$ cat src/rtl/apb_regfile_param_if.sv
// ---------------------------------------------------------------------------
// apb_regfile_param_if
// APB3/APB4 bus bundle between the bridge (master) and a register-file
// completer (slave). The clock and reset are not part of the bundle.
//
// Parameters:
//   ADDR_W  width of paddr
//   DATA_W  width of pwdata/prdata (multiple of 8)
//
// Signals:
//   paddr, pwdata, pstrb, psel, penable, pwrite   master -> slave
//   pready, pslverr, prdata                       slave  -> master
// ---------------------------------------------------------------------------
interface apb_regfile_param_if #(
  parameter int ADDR_W = 12,
  parameter int DATA_W = 32
);
  logic [ADDR_W-1:0]   paddr;
  logic [DATA_W-1:0]   pwdata;
  logic [DATA_W/8-1:0] pstrb;
  logic                psel;
  logic                penable;
  logic                pwrite;
  logic                pready;
  logic                pslverr;
  logic [DATA_W-1:0]   prdata;

  modport master (
    output paddr, pwdata, pstrb, psel, penable, pwrite,
    input  pready, pslverr, prdata
  );

  modport slave (
    input  paddr, pwdata, pstrb, psel, penable, pwrite,
    output pready, pslverr, prdata
  );
endinterface

$ cat src/rtl/apb_regfile_param.sv
// ---------------------------------------------------------------------------
// apb_regfile_param
// Parametrised APB completer: NUM_REGS read/write registers followed by one
// read-only ID register. Registers live at word index 0..NUM_REGS-1, the ID
// register at index NUM_REGS; everything above is unmapped. Unaligned
// accesses, unmapped accesses and writes to ID complete with pslverr=1 and
// leave all state untouched.
//
// Optional feature (compile-time macro STRB_EN):
//   defined   - writes honour pstrb per byte; pstrb=0 is a legal no-op.
//   undefined - pstrb is ignored and every mapped write updates the word.
//
// Ports:
//   pclk       clock, rising edge
//   preset     asynchronous active-high reset
//   bus        APB slave modport (paddr/pwdata/pstrb/psel/penable/pwrite in,
//              pready/pslverr/prdata out, all outputs registered)
//   regs_flat  all RW registers, reg k at [k*DATA_W +: DATA_W]
// ---------------------------------------------------------------------------
module apb_regfile_param #(
  parameter int                DATA_W      = 32,
  parameter int                NUM_REGS    = 16,
  parameter int                ADDR_W      = 12,
  parameter int                WAIT_STATES = 0,
  parameter logic [DATA_W-1:0] RESET_VAL   = '0,
  parameter logic [31:0]       ID_VALUE    = 32'h5A50_0001
) (
  input  logic                       pclk,
  input  logic                       preset,
  apb_regfile_param_if.slave         bus,
  output logic [NUM_REGS*DATA_W-1:0] regs_flat
);

  localparam int IDX_W     = ADDR_W - 2;
  localparam int REG_IDX_W = (NUM_REGS > 1) ? $clog2(NUM_REGS) : 1;
  localparam int STRB_W    = DATA_W / 8;

  localparam logic [IDX_W-1:0]  NUM_REGS_IDX = IDX_W'(NUM_REGS);
  localparam logic [DATA_W-1:0] ID_WORD      = DATA_W'(ID_VALUE);

  typedef enum logic [1:0] {IDLE, ACCESS, RESP} state_t;

  state_t              state_reg;
  logic [3:0]          cnt_reg;
  logic [ADDR_W-1:0]   addr_reg;
  logic [DATA_W-1:0]   wdata_reg;
  logic                write_reg;
  logic                pready_reg;
  logic                pslverr_reg;
  logic [DATA_W-1:0]   prdata_reg;
  logic [DATA_W-1:0]   regs [NUM_REGS];

`ifdef STRB_EN
  logic [STRB_W-1:0]   strb_reg;
`else
  logic                unused_strb;
  assign unused_strb = ^bus.pstrb;
`endif

  // Decode of the latched request; only consumed on the completing edge.
  logic [IDX_W-1:0]     idx;
  logic [REG_IDX_W-1:0] reg_sel;
  logic                 is_rw;
  logic                 is_id;
  logic                 dec_err;
  logic [DATA_W-1:0]    rd_val;
  logic [DATA_W-1:0]    wr_word;

  always_comb begin
    idx     = addr_reg[ADDR_W-1:2];
    reg_sel = idx[REG_IDX_W-1:0];
    is_rw   = (idx < NUM_REGS_IDX);
    is_id   = (idx == NUM_REGS_IDX);
    dec_err = (addr_reg[1:0] != 2'b00) || !(is_rw || is_id) || (is_id && write_reg);

    rd_val = '0;
    if (!dec_err && !write_reg) begin
      rd_val = is_id ? ID_WORD : regs[reg_sel];
    end

`ifdef STRB_EN
    wr_word = regs[reg_sel];
    for (int b = 0; b < STRB_W; b++) begin
      if (strb_reg[b]) begin
        wr_word[b*8 +: 8] = wdata_reg[b*8 +: 8];
      end
    end
`else
    wr_word = wdata_reg;
`endif
  end

  always_ff @(posedge pclk or posedge preset) begin
    if (preset) begin
      state_reg   <= IDLE;
      cnt_reg     <= '0;
      addr_reg    <= '0;
      wdata_reg   <= '0;
      write_reg   <= 1'b0;
      pready_reg  <= 1'b0;
      pslverr_reg <= 1'b0;
      prdata_reg  <= '0;
`ifdef STRB_EN
      strb_reg    <= '0;
`endif
      for (int k = 0; k < NUM_REGS; k++) begin
        regs[k] <= RESET_VAL;
      end
    end else begin
      case (state_reg)
        IDLE: begin
          pready_reg  <= 1'b0;
          pslverr_reg <= 1'b0;
          prdata_reg  <= '0;
          // penable=1 without a preceding setup phase is not a transfer.
          if (bus.psel && !bus.penable) begin
            addr_reg  <= bus.paddr;
            wdata_reg <= bus.pwdata;
            write_reg <= bus.pwrite;
`ifdef STRB_EN
            strb_reg  <= bus.pstrb;
`endif
            cnt_reg   <= 4'(WAIT_STATES);
            state_reg <= ACCESS;
          end
        end

        ACCESS: begin
          if (!bus.psel) begin
            // Master abandoned the transfer: nothing is committed.
            state_reg <= IDLE;
          end else if (bus.penable) begin
            if (cnt_reg != 4'd0) begin
              cnt_reg <= cnt_reg - 4'd1;
            end else begin
              pready_reg  <= 1'b1;
              pslverr_reg <= dec_err;
              prdata_reg  <= rd_val;
              if (!dec_err && write_reg) begin
                regs[reg_sel] <= wr_word;
              end
              state_reg <= RESP;
            end
          end
        end

        RESP: begin
          pready_reg  <= 1'b0;
          pslverr_reg <= 1'b0;
          prdata_reg  <= '0;
          state_reg   <= IDLE;
        end

        default: begin
          state_reg <= IDLE;
        end
      endcase
    end
  end

  assign bus.pready  = pready_reg;
  assign bus.pslverr = pslverr_reg;
  assign bus.prdata  = prdata_reg;

  generate
    for (genvar gi = 0; gi < NUM_REGS; gi++) begin : g_flat
      assign regs_flat[gi*DATA_W +: DATA_W] = regs[gi];
    end
  endgenerate

endmodule
$ cat src/flat_wrapper.sv
// flat-port wrapper written by rule: the top's interface ports become plain ports
module apb_regfile_param_flat 
#(
  parameter int                DATA_W      = 32,
  parameter int                NUM_REGS    = 16,
  parameter int                ADDR_W      = 12,
  parameter int                WAIT_STATES = 0,
  parameter logic [DATA_W-1:0] RESET_VAL   = '0,
  parameter logic [31:0]       ID_VALUE    = 32'h5A50_0001
)
  (pclk, preset, regs_flat, bus_paddr, bus_pwdata, bus_pstrb, bus_psel, bus_penable, bus_pwrite, bus_pready, bus_pslverr, bus_prdata);
  apb_regfile_param_if #(.ADDR_W(ADDR_W), .DATA_W(DATA_W)) bus_i ();
  input  logic pclk;
  input  logic preset;
  output logic [NUM_REGS*DATA_W-1:0] regs_flat;
  input wire logic [$bits(bus_i.paddr)-1:0] bus_paddr;
  input wire logic [$bits(bus_i.pwdata)-1:0] bus_pwdata;
  input wire logic [$bits(bus_i.pstrb)-1:0] bus_pstrb;
  input wire logic [$bits(bus_i.psel)-1:0] bus_psel;
  input wire logic [$bits(bus_i.penable)-1:0] bus_penable;
  input wire logic [$bits(bus_i.pwrite)-1:0] bus_pwrite;
  output wire logic [$bits(bus_i.pready)-1:0] bus_pready;
  output wire logic [$bits(bus_i.pslverr)-1:0] bus_pslverr;
  output wire logic [$bits(bus_i.prdata)-1:0] bus_prdata;
  assign bus_i.paddr = bus_paddr;
  assign bus_i.pwdata = bus_pwdata;
  assign bus_i.pstrb = bus_pstrb;
  assign bus_i.psel = bus_psel;
  assign bus_i.penable = bus_penable;
  assign bus_i.pwrite = bus_pwrite;
  assign bus_pready = bus_i.pready;
  assign bus_pslverr = bus_i.pslverr;
  assign bus_prdata = bus_i.prdata;
  apb_regfile_param #(.DATA_W(DATA_W), .NUM_REGS(NUM_REGS), .ADDR_W(ADDR_W), .WAIT_STATES(WAIT_STATES), .RESET_VAL(RESET_VAL), .ID_VALUE(ID_VALUE)) u_core (.pclk(pclk), .preset(preset), .bus(bus_i), .regs_flat(regs_flat));
endmodule
$ cat config.mk
export PLATFORM = sky130hd
export DESIGN_NAME = apb_regfile_param_flat
export DESIGN_NICKNAME = d
export VERILOG_FILES = /design/src/rtl/apb_regfile_param_if.sv /design/src/rtl/apb_regfile_param.sv /design/src/flat_wrapper.sv
export SDC_FILE = /design/constraint.sdc
export NUM_CORES = 1
export LEC_CHECK = 0
export CAP_MARGIN = 20
export CORE_UTILIZATION = 50
export CTS_BUF_LIST = sky130_fd_sc_hd__clkbuf_2
export CTS_CLUSTER_DIAMETER = 40
export DETAILED_ROUTE_END_ITERATION = 12
export DONT_BUFFER_PORTS = 1
export PLACE_DENSITY = 0.7
export SETUP_SLACK_MARGIN = 0.02
export SYNTH_ARGS = -nofsm -noshare
export SYNTH_HDL_FRONTEND = slang
export SYNTH_SLANG_ARGS = --single-unit
export TNS_END_PERCENT = 30
$ cat constraint.sdc
create_clock -name pclk -period 45 [get_ports pclk]
set_input_delay 9 -clock pclk [delete_from_list [all_inputs] [get_ports pclk]]
set_output_delay 9 -clock pclk [all_outputs]
set_load 0.005 [all_outputs]
==> impl_metrics.env, run 1 <==
export IMPL_ir_worst_vdd_uv=28.8
export IMPL_chipHeight_um=232
export IMPL_hold_buffers=0
export IMPL_core_region_area_um2=51800
export IMPL_relSlewSlack=0.144
export IMPL_die_x_um=232
export IMPL_cts_tree="done"
export IMPL_worst_slack_ns=34.14
export IMPL_finClkSkew_ns=0.0938
export IMPL_synth_edff_count=0
export IMPL_post_route_util=0.552
export IMPL_cts_made_buffers=157
export IMPL_ant_nets=0
export IMPL_initial_utilization=0.510
export IMPL_synth_seq_area_share=0.565
export IMPL_drtIter0Drc=1267
export IMPL_rsz0062_at_grt="false"
export IMPL_vias_per_cell=6.39
export IMPL_fin_setup_tns_ns=0
export IMPL_clockBufferDepth=3
export IMPL_cts_resized=0
export IMPL_clock_latency_ns=1.37
export IMPL_grt_usage=0.324
export IMPL_critical_path_class="reg2out"
export IMPL_max_freq_ghz=0.0921
export IMPL_p_per_area_nw_per_um2=40.2
export IMPL_grt_pass1_vias=17773
export IMPL_hpwl_um=56100
export IMPL_path_clk_slew_ns=0.09
export IMPL_avgRoutedWirePerCell_um=32.8
export IMPL_die_area_um2=53800
export IMPL_h_tree_depth=4
export IMPL_synth_top_flop_cell="dfrtp_1"
export IMPL_cts_root_buf="clkbuf_2"
export IMPL_total_power_mw=1.15
export IMPL_start_kind="register"
export IMPL_drive_above_1_share=0.475
export IMPL_layout_nets=1917
export IMPL_ios=599
export IMPL_yosysWarningCount=0
export IMPL_tightest_slew_ns=1.28
export IMPL_maxCapViolations=0
export IMPL_wl_um=87000
export IMPL_ys_async_sr_fraction=1.00
export IMPL_path_max_fanout=3
export IMPL_grt_max_degree=178
export IMPL_rows=83
export IMPL_fin_crit_ns=10.86
export IMPL_cp_required_ns=36.00
export IMPL_grt_first_pass_wirelength_um=125000
export IMPL_dp_slack_ns=32.95
export IMPL_hold_violations=0
export IMPL_antenna_found_initial=7
export IMPL_cts_sinks=597
export IMPL_synth_seq_cells=597
export IMPL_gp_congestion=0.864
export IMPL_first_pass_iters=5
export IMPL_syn_area_per_cell_um2=14.5
export IMPL_grt_overflow_total=0
export IMPL_finalSetupViolations=0
export IMPL_area_delta_synth_final_pct=8.12
export IMPL_synthCells=1819
export IMPL_cp_arrival_ns=1.86
export IMPL_num_vias=16958
export IMPL_numPortBuffers=0
export IMPL_largest_reg_flops=512
export IMPL_worstHoldPathType="reg2reg"
export IMPL_fin_crit_sh=0.241
export IMPL_status="completed"
export IMPL_cts_setup_buffers=0
export IMPL_netlist_area_um2=26400
export IMPL_yosysUniqueCellTypes=40
export IMPL_synth_nets=1874
export IMPL_endpoint_kind="output port"
export IMPL_p_leak_nw=14.4
export IMPL_drc_errors=0
export IMPL_report_final_slew_viol_count=0
## cells in the mapped netlist (all sizes together) (6+ instances only)
master  instances  area share
dfrtp         597        0.57
mux2          565        0.24
mux2i         149       0.056
clkbuf         83       0.012
buf            67       0.010
nor2           64      0.0091
mux4           59       0.050
o22ai          42      0.0099
a22o           32       0.011
nor4           31      0.0076
a21oi          27      0.0051
nand2          16      0.0023
nor3           13      0.0027
nand2b          9      0.0021
o21ai           9      0.0017
nor2b           8      0.0019
a211oi          7      0.0020
nand3           6      0.0011
## per-layer routing
metal	routed length, µm	GRT usage
met3	9230	0.136
met5	13	0
met2	42400	0.523
met4	3070	0.138
met1	32400	0.377
## report_power, final
group	internal, mW	switching (mW)	total [mW]
registers	0.550	0.0562	0.606
logic	0.0573	0.0977	0.155
clock network	0.160	0.227	0.387
## area by class of cell
class	instances	area [µm²]
Sequential cell	597	15000
Tap cell	680	851
Fill cell	4278	23200
Clock inverter	30	250
Multi-Input combinational cell	1067	11000
Inverter	5	26.3
Timing Repair Buffer	34	313
Clock buffer	232	1160
Antenna cell	9	22.5
## worst paths after layout
check	from	end	slack (ns)	cells past startpoint
min in group asynchronous	preset	u_core.bus.prdata[0]$_DFFE_PP0P_	7.67	1
worst min register to register	u_core.addr_reg[7]$_DFFE_PP0P_	u_core.addr_reg[7]$_DFFE_PP0P_	0.53	1
worst max register to register	u_core.addr_reg[2]$_DFFE_PP0P_	u_core.regs_flat[174]$_DFFE_PP0P_	40.45	5
worst max-delay path	u_core.regs_flat[95]$_DFFE_PP0P_	regs_flat[95]	34.14	0
max in group asynchronous	preset	u_core.regs_flat[300]$_DFFE_PP0P_	34.99	3
worst min-delay path	u_core.addr_reg[7]$_DFFE_PP0P_	u_core.addr_reg[7]$_DFFE_PP0P_	0.53	1
## logic make-up (layout without fill, tap and decap cells)
kind of cell               after synthesis  after routing  synth area share
muxes                                  773            773             0.347
DFF                                    597            597             0.565
and+or+nand+nor                        163            163            0.0311
buffers and inverters                  155            301            0.0226
AOI/OAI and AO/OA                      127            127            0.0323
adders and majority gates                2              2          0.000946
xor gates and xnor gates                 2              2          0.000663
other                                    0              9                 0
## stage by stage
| step | cell area (µm²) | hold WS [ns] | instances |
|---|---|---|---|
| final | 28600 | 0.534 | 2654 |
| after global placement | 27100 | 0.483 | 2381 |
| after detailed placement | 27100 | 0.494 | 2382 |
| after floorplan | 26400 | 0.472 | 1819 |
| after CTS | 28500 | 0.525 | 2644 |
| after global routing | 28600 | 0.541 | 2651 |
## layout by cell type, fill, tap and decap left out, types with 5 or more instances in the layout
cell type and count:
nor4_1 28, clkbuf_2 232, clkinv_1 16, nor3_1 12
a21oi_1 27, mux4_2 59, a22o_1 32, nand2_1 7
nor2_1 62, o22ai_1 42, o21ai_0 9, mux2i_1 149
o31ai_1 5, dfrtp_1 593, nand2_2 9, nand2b_1 6
buf_4 29, a211oi_1 7, nor2b_1 7, diode_2 9
mux2_2 561
Note: power is estimated with default switching activity, not from simulation.
==> run 2, diff against run 1 <==
- clock period: 45 -> 10.55 ns (I/O delays scaled with it)
==> impl_metrics.env, run 2 (same netlist as run 1, synthesis figures left out) <==
export IMPL_cts_made_buffers=155
export IMPL_netSwitchingFraction=0.334
export IMPL_power_net_switching_mw=1.60
export IMPL_cts_resized=0
export IMPL_cp_arrival_ns=5.24
export IMPL_wl_um=85800
export IMPL_worstHoldPathType="reg2reg"
export IMPL_core_region_area_um2=51800
export IMPL_fin_crit_sh=0.384
export IMPL_initial_utilization=0.510
export IMPL_layoutNonFillerInstCount=2650
export IMPL_max_freq_ghz=0.247
export IMPL_grt_usage=0.322
export IMPL_status="completed"
export IMPL_report_final_slew_viol_count=0
export IMPL_placed_area_um2=27100
export IMPL_path_max_fanout=17
export IMPL_cp_required_ns=11.74
export IMPL_gp_congestion=0.857
export IMPL_endpoint_kind="register"
export IMPL_hold_buffers=0
export IMPL_layout_commonest_cell="dfrtp_1"
export IMPL_hpwl_um=55100
export IMPL_ant_nets=0
export IMPL_mostFrequentLayoutCells="593 x dfrtp_1, 561 x mux2_2, 217 x clkbuf_2, 149 x mux2i_1, 62 x nor2_1"
export IMPL_largest_reg_flops=512
export IMPL_drtIter0Drc=1093
export IMPL_layout_nets=1916
export IMPL_rrSetupSlack_ns=6.50
export IMPL_h_tree_depth=4
export IMPL_p_seq_frac=0.538
export IMPL_hold_violations=0
export IMPL_first_pass_iters=7
export IMPL_p_per_area_nw_per_um2=168
export IMPL_num_vias=16906
export IMPL_clockBufferDepth=3
export IMPL_rsz0062_at_grt="false"
export IMPL_die_area_um2=53800
export IMPL_clock_latency_ns=1.36
export IMPL_cts_sinks=597
export IMPL_grt_max_degree=179
export IMPL_numPortBuffers=0
export IMPL_drive_above_1_share=0.468
export IMPL_crit_path_top_delay_cell="nor4_1"
export IMPL_relSlewSlack=0.225
export IMPL_fin_area_um2=28500
export IMPL_cts_root_buf="clkbuf_2"
export IMPL_finalSetupViolations=0
export IMPL_dp_cells=2383
export IMPL_chipHeight_um=232
export IMPL_vias_per_cell=6.38
export IMPL_maxCapViolations=0
export IMPL_dp_slack_ns=5.24
export IMPL_critical_path_class="reg2reg"
export IMPL_grt_pass1_vias=17734
export IMPL_area_delta_synth_final_pct=7.73
export IMPL_cts_tree="done"
export IMPL_clkPwrFrac=0.323
export IMPL_post_route_util=0.550
export IMPL_p_int_mw=3.19
export IMPL_grt_overflow_total=0
export IMPL_cts_setup_buffers=0
export IMPL_holdWs_ns=0.520
export IMPL_fin_crit_ns=4.05
export IMPL_cpPeakStageDelay_ns=0.78
export IMPL_grt_first_pass_wirelength_um=124000
export IMPL_die_x_um=232
export IMPL_finClkSkew_ns=0.110
export IMPL_fin_setup_tns_ns=0
export IMPL_ios=599
export IMPL_p_leak_nw=14.4
export IMPL_ir_worst_vdd_uv=104
export IMPL_drc_errors=0
export IMPL_avgRoutedWirePerCell_um=32.4
export IMPL_rows=83
export IMPL_tightest_slew_ns=1.15
export IMPL_total_power_mw=4.79
export IMPL_path_clk_slew_ns=0.09
export IMPL_start_kind="register"
export IMPL_path_cells="inv_1 > ha_1 > or3b_2 > or4_4 > nor4_1 > nand2b_2 > buf_4 > mux2_1"
export IMPL_worst_slack_ns=6.50
export IMPL_p_comb_frac=0.139
export IMPL_antenna_found_initial=6
-- run 2: cell types whose count changed in the layout (fill, tap and decap cells not counted), sizes merged --
cell      before  now
clkinv        19   36
clkbuf       232  217
diode          9    6
bufinv         4    2
clkinvlp       3    1
buf           34   35
-- run 2: layer usage --
metal | vias to the layer above | global-route usage | routed length [µm]
met1 | 8995 | 0.383 | 32100
li1 | 6895 | - | -
met2 | 841 | 0.515 | 41900
met3 | 173 | 0.136 | 9230
met4 | 2 | 0.124 | 2580
met5 | - | 0 | 13
-- run 2: final timing paths --
check | startpoint | endpoint | depth (start not counted)
setup / recovery | u_core.cnt_reg[0]$_DFFE_PP0P_ | u_core.regs_flat[374]$_DFFE_PP0P_ | 8
hold / removal | u_core.addr_reg[7]$_DFFE_PP0P_ | u_core.addr_reg[7]$_DFFE_PP0P_ | 1
setup reg to reg | u_core.cnt_reg[0]$_DFFE_PP0P_ | u_core.regs_flat[374]$_DFFE_PP0P_ | 8
hold reg to reg | u_core.addr_reg[7]$_DFFE_PP0P_ | u_core.addr_reg[7]$_DFFE_PP0P_ | 1
max in group asynchronous | preset | u_core.regs_flat[300]$_DFFE_PP0P_ | 3
min in group asynchronous | preset | u_core.regs_flat[370]$_DFFE_PP0P_ | 1
-- run 2: power groups by stage --
stage	sequential (mW)	combinational (mW)	clock, mW
global placement	2.61	0.658	0
detailed placement	2.62	0.670	0
global route	2.60	0.708	1.70
floorplan	2.45	0.568	0
CTS	2.57	0.671	1.58
finish	2.58	0.665	1.55
-- run 2: critical path: cells and delay by family, from the launching register on --
family / cells / cell delay (ns)
simple gates: 4 / 2.46
buf+inv: 2 / 0.58
flops: 1 / 0.40
mux: 1 / 0.36
fa+ha+maj: 1 / 0.16
-- run 2: area by class of cell --
| class | instances | area, µm² |
|---|---|---|
| Tap cell | 680 | 851 |
| Sequential cell | 597 | 15000 |
| Timing Repair Buffer | 35 | 320 |
| Antenna cell | 6 | 15.0 |
| Multi-Input combinational cell | 1067 | 11000 |
| Fill cell | 4316 | 23300 |
| Clock buffer | 217 | 1090 |
| Inverter | 5 | 22.5 |
| Clock inverter | 43 | 228 |
==> run 3, diff against run 2 <==
- clock period: 10.55 -> 4.15 ns (I/O delays scaled with it)
==> impl_metrics.env, run 3 (same netlist as run 1, synthesis figures left out) <==
export IMPL_cts_tree="done"
export IMPL_rows=83
export IMPL_antenna_found_initial=3
export IMPL_hpwl_um=57200
export IMPL_path_clk_slew_ns=0.11
export IMPL_cpPeakStageDelay_ns=0.55
export IMPL_dp_cells=2406
export IMPL_tightest_slew_ns=1.09
export IMPL_placed_area_um2=27400
export IMPL_power_net_switching_mw=4.11
export IMPL_ios=599
export IMPL_cp_startpoint="u_core.cnt_reg[1]$_DFFE_PP0P_"
export IMPL_ir_worst_vdd_uv=257
export IMPL_path_depth=9
export IMPL_gp_congestion=0.880
export IMPL_critical_path_class="reg2reg"
export IMPL_h_tree_depth=4
export IMPL_grt_overflow_total=0
export IMPL_endpoint_kind="register"
export IMPL_grt_pass1_vias=18403
export IMPL_layoutNonFillerInstCount=2721
export IMPL_num_vias=17447
export IMPL_path_cells="inv_1 > ha_1 > or3b_2 > or4_4 > nor4_1 > buf_4 > nand3_4 > buf_4 > mux2_2"
export IMPL_cp_arrival_ns=4.70
export IMPL_p_leak_nw=14.7
export IMPL_vias_per_cell=6.41
export IMPL_grt_first_pass_wirelength_um=126000
export IMPL_crit_path_top_delay_cell="or4_4"
export IMPL_start_kind="register"
export IMPL_finClkSkew_ns=0.0935
export IMPL_maxCapViolations=0
export IMPL_grt_usage=0.325
export IMPL_finalSetupViolations=0
export IMPL_fin_area_um2=29300
export IMPL_worstHoldPathType="in2reg"
export IMPL_grt_max_degree=100
export IMPL_largest_reg_flops=512
export IMPL_report_final_slew_viol_count=0
export IMPL_status="completed"
export IMPL_max_freq_ghz=0.282
export IMPL_area_delta_synth_final_pct=10.8
export IMPL_worst_slack_ns=0.602
export IMPL_netSwitchingFraction=0.333
export IMPL_cp_common_cell="buf_4"
export IMPL_chipHeight_um=232
export IMPL_layout_nets=1984
export IMPL_avgRoutedWirePerCell_um=32.0
export IMPL_die_x_um=232
export IMPL_core_region_area_um2=51800
export IMPL_rsz0062_at_grt="false"
export IMPL_ant_nets=0
export IMPL_cts_setup_buffers=0
export IMPL_p_per_area_nw_per_um2=422
export IMPL_r2r_cells=9
export IMPL_p_seq_frac=0.534
export IMPL_clockBufferDepth=3
export IMPL_cts_made_buffers=152
export IMPL_holdPathStages=2
export IMPL_relSlewSlack=0.272
export IMPL_hold_violations=0
export IMPL_cp_required_ns=5.30
export IMPL_worstHoldStart="bus_pwdata[22]"
export IMPL_path_max_fanout=20
export IMPL_p_int_mw=8.25
export IMPL_cts_root_buf="clkbuf_2"
export IMPL_wl_um=86900
export IMPL_drc_errors=0
export IMPL_hold_buffers=49
export IMPL_dp_slack_ns=0.758
export IMPL_clkPwrFrac=0.327
export IMPL_total_power_mw=12.4
export IMPL_p_comb_frac=0.140
export IMPL_die_area_um2=53800
export IMPL_cts_sinks=597
export IMPL_r2r_start="u_core.cnt_reg[1]$_DFFE_PP0P_"
export IMPL_critical_path_top_delay_family="simple AND/OR/NAND/NOR gates"
export IMPL_drtIter0Drc=1219
export IMPL_first_pass_iters=5
export IMPL_drive_above_1_share=0.461
export IMPL_cts_resized=0
export IMPL_initial_utilization=0.510
export IMPL_rrSetupSlack_ns=0.60
export IMPL_numPortBuffers=0
export IMPL_layout_commonest_cell="dfrtp_1"
export IMPL_clock_latency_ns=1.34
export IMPL_fin_crit_ns=3.55
export IMPL_mostFrequentLayoutCells="593 x dfrtp_1, 561 x mux2_2, 211 x clkbuf_2, 149 x mux2i_1, 62 x nor2_1"
export IMPL_fin_crit_sh=0.855
export IMPL_worst_path_buf_inv=3
-- run 3: power groups by stage --
stage          logic (mW)  clock network (mW)  registers [mW]
6_report             1.73                4.04            6.60
5_1_grt              1.82                4.44            6.66
4_1_cts              1.72                4.13            6.59
3_5_place_dp         1.67                   0            6.70
3_3_place_gp         1.66                   0            6.68
2_1_floorplan        1.44                   0            6.23
-- run 3: area by class of cell --
type                    instances  area, µm²
diodes                          7       17.5
clock buffers                 211       1060
clock inverters                48        309
fillers                      4218      22500
inverters                       5       22.5
multi-input cells            1067      11000
flip-flops and latches        597      15000
well taps                     680        851
repair buffers                106       1080
-- run 3: routing by layer --
layer  global-route usage  vias up  share of wire
met5                    0        -        0.00020
met4                0.160        2          0.039
met3                0.136      203           0.11
met2                0.517      965           0.49
met1                0.379     9245           0.37
li1                     -     7032              -
-- run 3: through the flow --
step                      hold WS, ns   TNS, ns   util
final                           0.166         0  0.565
after CTS                      0.0237         0  0.565
after floorplan                 0.472  -2878.29      -
after detailed placement        0.489         0  0.529
after global routing           0.0600         0  0.565
after global placement          0.486         0  0.529
-- run 3: worst paths after layout --
| kind | end |
|---|---|
| max reg2reg | u_core.regs_flat[495]$_DFFE_PP0P_ |
| max in group asynchronous | u_core.wdata_reg[12]$_DFFE_PP0P_ |
| min reg2reg | u_core.addr_reg[7]$_DFFE_PP0P_ |
| max | u_core.regs_flat[495]$_DFFE_PP0P_ |
| min in group asynchronous | u_core.regs_flat[347]$_DFFE_PP0P_ |
| min | u_core.wdata_reg[22]$_DFFE_PP0P_ |
-- run 3: worst reg2reg max path, cell delays in order, from the launching register on --
cell,delay [ns]
dfrtp_1,0.40
inv_1,0.09
ha_1,0.19
or3b_2,0.52
or4_4,0.55
nor4_1,0.24
buf_4,0.20
nand3_4,0.44
buf_4,0.45
mux2_2,0.30
